## src/rtl/jump_trajectory.sv

```systemverilog
// jump_trajectory: flight physics for the jump game.
// Latches a launch speed on a jump request, integrates a unit-gravity
// parabola once per physics tick, streams height/distance and raises a
// held done level on landing.
// Optional build macro JUMP_TRAJ_TIMEOUT_EN: forces landing after
// MAX_TICKS flight ticks.
module jump_trajectory #(
  parameter int TICK_DIV  = 419583,
  parameter int H_SHIFT   = 5,
  parameter int D_SHIFT   = 7,
  parameter int MAX_TICKS = 300
) (
  input  logic        clk_jump,
  input  logic        rst_jump,
  input  logic        i_jump_en,
  input  logic [10:0] i_jump_v_init,
  output logic        o_jump_done,
  output logic [10:0] o_jump_dist,
  output logic [8:0]  o_jump_height,
  output logic        o_busy
);

  localparam int CNT_W = (TICK_DIV > 1) ? $clog2(TICK_DIV) : 1;

  typedef enum logic [1:0] {IDLE, FLY, DONE} state_t;

  state_t              r_state, w_state_nxt;
  logic [6:0]          r_v, w_v_nxt;
  logic signed [8:0]   r_vy, w_vy_nxt;
  logic signed [14:0]  r_h_acc, w_h_acc_nxt;
  logic [15:0]         r_dist_acc, w_dist_acc_nxt;
  logic [CNT_W-1:0]    r_tick_cnt, w_tick_cnt_nxt;
  logic                w_done_nxt, w_busy_nxt;
  logic [10:0]         w_dist_nxt;
  logic [8:0]          w_height_nxt;

  logic [6:0]          w_v_sat;
  logic                w_tick;
  logic signed [14:0]  w_h_next;
  logic [14:0]         w_h_shift;
  logic [15:0]         w_dist_new;
  logic [15:0]         w_dist_shift;
  logic                w_land;
  logic                w_timeout;
  logic                w_unused;

  // Launch speed saturates at 127.
  assign w_v_sat      = (i_jump_v_init > 11'd127) ? 7'd127 : i_jump_v_init[6:0];
  assign w_tick       = (r_state == FLY) && (r_tick_cnt == CNT_W'(TICK_DIV - 1));
  assign w_h_next     = r_h_acc + {{6{r_vy[8]}}, r_vy};
  assign w_h_shift    = w_h_next >>> H_SHIFT;
  assign w_dist_new   = r_dist_acc + {9'd0, r_v};
  assign w_dist_shift = w_dist_new >> D_SHIFT;
  // Landing uses the pre-decrement vertical speed.
  assign w_land       = (r_vy <= 9'sd0) && (w_h_next <= 15'sd0);
  assign w_unused     = ^{w_h_shift[14:9], w_dist_shift[15:11]};

`ifdef JUMP_TRAJ_TIMEOUT_EN
  localparam int FC_W = $clog2(MAX_TICKS + 1);
  logic [FC_W-1:0] r_flight_cnt, w_flight_cnt_nxt;

  // This tick is the MAX_TICKS-th one of the flight.
  assign w_timeout = (r_flight_cnt == FC_W'(MAX_TICKS - 1));

  // Flight-tick counter: cleared on launch, advanced on each tick in FLY.
  always_comb begin
    w_flight_cnt_nxt = r_flight_cnt;
    if (r_state == IDLE && i_jump_en)
      w_flight_cnt_nxt = '0;
    else if (w_tick)
      w_flight_cnt_nxt = r_flight_cnt + 1'b1;
  end

  // Flight-tick counter register.
  always_ff @(posedge clk_jump or posedge rst_jump) begin
    if (rst_jump) r_flight_cnt <= '0;
    else          r_flight_cnt <= w_flight_cnt_nxt;
  end
`else
  localparam int MAX_TICKS_UNUSED = MAX_TICKS;
  assign w_timeout = 1'b0;
`endif

  // State register.
  always_ff @(posedge clk_jump or posedge rst_jump) begin
    // NOTE: sequential state uses non-blocking assignments so every register
    // samples the pre-edge values regardless of statement order.
    if (rst_jump) r_state <= IDLE;
    else          r_state <= w_state_nxt;
  end

  // Next-state and next-datapath/output values.
  always_comb begin
    // NOTE: every target is given a hold value first, so no path through the
    // case leaves one unassigned and no latch is inferred.
    w_state_nxt    = r_state;
    w_v_nxt        = r_v;
    w_vy_nxt       = r_vy;
    w_h_acc_nxt    = r_h_acc;
    w_dist_acc_nxt = r_dist_acc;
    w_tick_cnt_nxt = r_tick_cnt;
    w_done_nxt     = o_jump_done;
    w_dist_nxt     = o_jump_dist;
    w_height_nxt   = o_jump_height;
    w_busy_nxt     = o_busy;
    unique case (r_state)
      IDLE: begin
        if (i_jump_en) begin
          w_v_nxt        = w_v_sat;
          w_vy_nxt       = $signed({2'b00, w_v_sat});
          w_h_acc_nxt    = '0;
          w_dist_acc_nxt = '0;
          w_tick_cnt_nxt = '0;
          w_dist_nxt     = '0;
          w_height_nxt   = '0;
          w_done_nxt     = 1'b0;
          w_busy_nxt     = 1'b1;
          w_state_nxt    = FLY;
        end
      end
      FLY: begin
        if (!i_jump_en) begin
          // Abort: distance is held, no landing indication.
          w_height_nxt = '0;
          w_busy_nxt   = 1'b0;
          w_state_nxt  = IDLE;
        end else begin
          w_tick_cnt_nxt = w_tick ? '0 : r_tick_cnt + 1'b1;
          if (w_tick) begin
            w_vy_nxt       = r_vy - 9'sd1;
            w_dist_acc_nxt = w_dist_new;
            w_dist_nxt     = w_dist_shift[10:0];
            if (w_land || w_timeout) begin
              w_h_acc_nxt  = '0;
              w_height_nxt = '0;
              w_done_nxt   = 1'b1;
              w_busy_nxt   = 1'b0;
              w_state_nxt  = DONE;
            end else begin
              w_h_acc_nxt  = w_h_next;
              w_height_nxt = w_h_shift[8:0];
            end
          end
        end
      end
      DONE: begin
        if (!i_jump_en) begin
          w_done_nxt  = 1'b0;
          w_state_nxt = IDLE;
        end
      end
      default: w_state_nxt = IDLE;
    endcase
  end

  // Datapath and registered outputs.
  always_ff @(posedge clk_jump or posedge rst_jump) begin
    if (rst_jump) begin
      r_v           <= '0;
      r_vy          <= '0;
      r_h_acc       <= '0;
      r_dist_acc    <= '0;
      r_tick_cnt    <= '0;
      o_jump_done   <= 1'b0;
      o_jump_dist   <= '0;
      o_jump_height <= '0;
      o_busy        <= 1'b0;
    end else begin
      r_v           <= w_v_nxt;
      r_vy          <= w_vy_nxt;
      r_h_acc       <= w_h_acc_nxt;
      r_dist_acc    <= w_dist_acc_nxt;
      r_tick_cnt    <= w_tick_cnt_nxt;
      o_jump_done   <= w_done_nxt;
      o_jump_dist   <= w_dist_nxt;
      o_jump_height <= w_height_nxt;
      o_busy        <= w_busy_nxt;
    end
  end

endmodule
```

## config.mk

```make
export PLATFORM = sky130hd
export DESIGN_NAME = jump_trajectory
export DESIGN_NICKNAME = d
export VERILOG_FILES = /design/src/rtl/jump_trajectory.sv
export SDC_FILE = /design/constraint.sdc
export NUM_CORES = 1
export LEC_CHECK = 0
export ABC_AREA = 1
export BUFFER_PORTS_ARGS = -buffer_cell sky130_fd_sc_hd__buf_2
export CAP_MARGIN = 0
export CORE_ASPECT_RATIO = 1.75
export CORE_MARGIN = 2
export CORE_UTILIZATION = 55
export DETAILED_ROUTE_END_ITERATION = 8
export GPL_TIMING_DRIVEN = 0
export PLACE_DENSITY = 0.88
export SLEW_MARGIN = 20
export SYNTH_ARGS = -nofsm -noshare
export SYNTH_HDL_FRONTEND = slang
export SYNTH_SLANG_ARGS = --single-unit
```

## constraint.sdc

```tcl
create_clock -name clk_jump -period 2.5 [get_ports clk_jump]
set_input_delay 0.125 -clock clk_jump [delete_from_list [all_inputs] [get_ports clk_jump]]
set_output_delay 0.125 -clock clk_jump [all_outputs]
set_load 0.05 [all_outputs]
```

==> flow_summary.toml <==
[drt]
wirelength_um = 13700
firstDrtPassIters = 5
drc_errors = 0
wl_per_cell_um = 15.7
antenna_left = 0
vias = 4955
viasPerCell = 5.67
first_iter_violations = 348

[clocking]
cts_max_path_buffers = 2
cts_tree = "yes"
cts.sinks = 79
cts.htree.levels = 3
clockRootBuffer = "clkbuf_16"
clock_latency_ns = 0.35
cts_buffers = 9
clk_pin_slew_worst_paths_ns = 0.06

[setup_path]
crit_arrival_ns = 2.89
crit_path_cell_trace = "ha_2 > inv_2 > fa_2 > inv_2 > or2_4 > nor2_4 > nand3_2 > nor2_2 > nand3_1 > nor2_2 > nand2_1 > nand2_2 > nand2_4 > nand2_8 > nand2_4 > nand2_2 > nand2_1"
cp_num_buf_inv = 2
worst_setup_path_start_kind = "flop"
slowest_stage = "fa_2"
required_ns = 2.72
end_kind = "flop"
critPathMaxStageDelay_ns = 0.53
critPathTopFamily = "simple AND/OR/NAND/NOR gates"
critPathMaxFanout = 7
crit_type = "flop to flop"

[logic_synthesis]
synth_area_per_cell_um2 = 7.43
synth_commonest_cells = "205 x nand2_1, 85 x inv_1, 79 x dfrtp_1, 64 x nor2_1, 37 x o21ai_0"
ys_seq_area_frac = 0.382
synth_top_area_share = 0.382
yosysMostFrequentCell = "nand2_1"
synth.largest_area_cell = "dfrtp_1"
ys_top_cells_by_area = "dfrtp_1 38%, nand2_1 15%, inv_1 6.2%"
syn_inst = 696
synth_edf_count = 0
syn-cell-area_mm2 = 0.00517
ys_ff_latch = 79
async_flop_share = 1.00
synth_flop_cell = "dfrtp_1"
synth_cell_type_count = 44
ys_warn_count = 0

[floorplanning]
rows = 46
io_pins = 36
die_h_um = 132
initial_core_util = 0.569
design.core.area_mm2 = 0.00909
dieArea_mm2 = 0.0102
dieWidth_um = 77.3

[grt]
antenna_found_initial = 0
grt_max_degree = 45
busiest_layer = "met2"
gr-usage-all-layers = 0.280
gr-usage-met3 = 0.0582
use_met2 = 0.503
grt_pass1_vias = 5013
grt_pass1_wl_um = 22600
use_met1 = 0.270
grt_overflow_total = 0

[timing]
hold_viol_final = 0
holdWs_ns = 0.0845
finClkSkew_ns = 0.00527
fin_crit_sh = 1.07
setup_tns_ns = -3.24
rsz0062_at_grt = "yes"
tightest_slew_ns = 0.605
maxClockFrequency_mhz = 374
slew_headroom = 0.597
fin_crit_ns = 2.68
setup_ws_ns = -0.176
drv_slew = 0
setup_viol = 27

[pwr]
swShare = 0.452
peakVddDrop_mv = 0.631
seqPwrFrac = 0.290
p_per_area_mw_per_mm2 = 1010
p_leak_nw = 3.08
intPower_w = 0.00334
power_frac_clock = 0.238
p_sw_w = 0.00276
power_frac_comb = 0.472

[place]
dp_hpwl_um = 9840
pre_cts_slack_ns = -0.214
io_buffers = 33
place_congestion = 0.924

[status]
violations = "negative setup slack"
status = "finished with violations"

[min_path]
hp-class = "primary input to flop"

[layout]
drive_gt1_frac = 0.182
nets = 789
n_antenna_cell = 0
syn_to_final_growth_pct = 16.3

[job]
cap_violations = 0
[cell families (layout without fill, tap and decap cells)]
| kind of cell | Yosys count | after routing | synth area share |
|---|---|---|---|
| DFF | 79 | 79 | 0.382 |
| AOI/OAI and AO/OA | 86 | 86 | 0.0953 |
| xor gates and xnor gates | 17 | 17 | 0.0288 |
| other | 1 | 2 | 0.000725 |
| and+or+nand+nor | 374 | 374 | 0.335 |
| buffers and inverters | 113 | 170 | 0.0919 |
| adders and majority gates | 26 | 26 | 0.0658 |
[stage by stage]
stage / util / area (um2) / instances / total power, W
after floorplan: - / 5180 / 697 / 0.00365
after global placement: 0.604 / 5490 / 850 / 0.00418
after detailed placement: 0.606 / 5510 / 851 / 0.00427
after CTS: 0.648 / 5900 / 870 / 0.00582
after global routing: 0.662 / 6020 / 874 / 0.00648
final: 0.662 / 6020 / 874 / 0.00610
[layer usage]
metal  part of all wire  wire, um
met1               0.34      4680
met2               0.53      7310
met3              0.047       647
met4              0.080      1110
met5                  0         0
[power groups by stage]
stage                     clock network [W]  logic (W)  registers, W
after floorplan                           0    0.00186       0.00180
after global placement                    0    0.00243       0.00175
after global routing                0.00150    0.00319       0.00179
after CTS                           0.00145    0.00263       0.00174
final                               0.00145    0.00288       0.00177
after detailed placement                  0    0.00251       0.00176
[worst reg2reg max path, delay by kind of cell (launching register included)]
| family | cells | cell delay, ns |
|---|---|---|
| adder cells (fa/ha/maj) | 2 | 0.74 |
| buffers and inverters | 2 | 0.08 |
| flip-flops | 1 | 0.37 |
| AND/OR/NAND/NOR | 13 | 1.36 |
[cell type report]
type / count / area, um2
timing repair buffer: 41 / 253
tap: 120 / 150
buffer: 22 / 135
clock buffer: 9 / 225
inverter: 91 / 344
fill: 724 / 3080
sequential: 79 / 1980
clock inverter: 7 / 103
multi-input combinational: 505 / 2830
[layout by cell type (no fill, tap or decap), drive strengths merged, types with 2 or more instances in the layout]
cell type,n
buf,54
nor3b,3
dfrtp,79
nand3b,9
ha,24
nand2,216
nor3,11
a22oi,2
o41ai,2
inv,94
o22ai,6
clkinv,2
a21oi,25
bufinv,2
or2,7
nor2,77
nand3,34
o211ai,3
clkbuf,17
nor4,4
a22o,2
conb,2
a211oi,2
fa,2
a221oi,2
xor2,16
a31oi,2
nand4,13
o21ai,38
[final timing paths]
| kind | startpoint | slack, ns | to | cells past startpoint |
|---|---|---|---|---|
| max | r_vy[0] | -0.18 | r_state[0] | 17 |
| min | i_jump_en | 0.08 | r_state[1] | 3 |
| max reg2reg | r_vy[0] | -0.18 | r_state[0] | 17 |
| min reg2reg | o_busy | 0.47 | o_busy | 2 |
| max in group asynchronous | rst_jump | 1.56 | r_vy[8] | 4 |
| min in group asynchronous | rst_jump | 0.33 | r_h_acc[2] | 3 |
[sequential cells by signal, indices dropped and copies added (netlist names), 2 cells and up]
| signal | cells |
|---|---|
| r_tick_cnt | 19 |
| r_dist_acc | 15 |
| r_h_acc | 15 |
| o_jump_height | 9 |
| r_vy | 9 |
| r_v | 7 |
| r_state | 2 |
[repair_timing]
item | CTS | global route
endpoints found under the setup margin | 27 | 29
gates cloned | 0 | 0
hold buffers | 1 | 0
endpoints found under the hold margin | 35 | 0
pin swaps | 13 | 12
resized for setup | 10 | 24
buffers inserted | 2 | 4
Note: power is estimated with default switching activity, not from simulation.
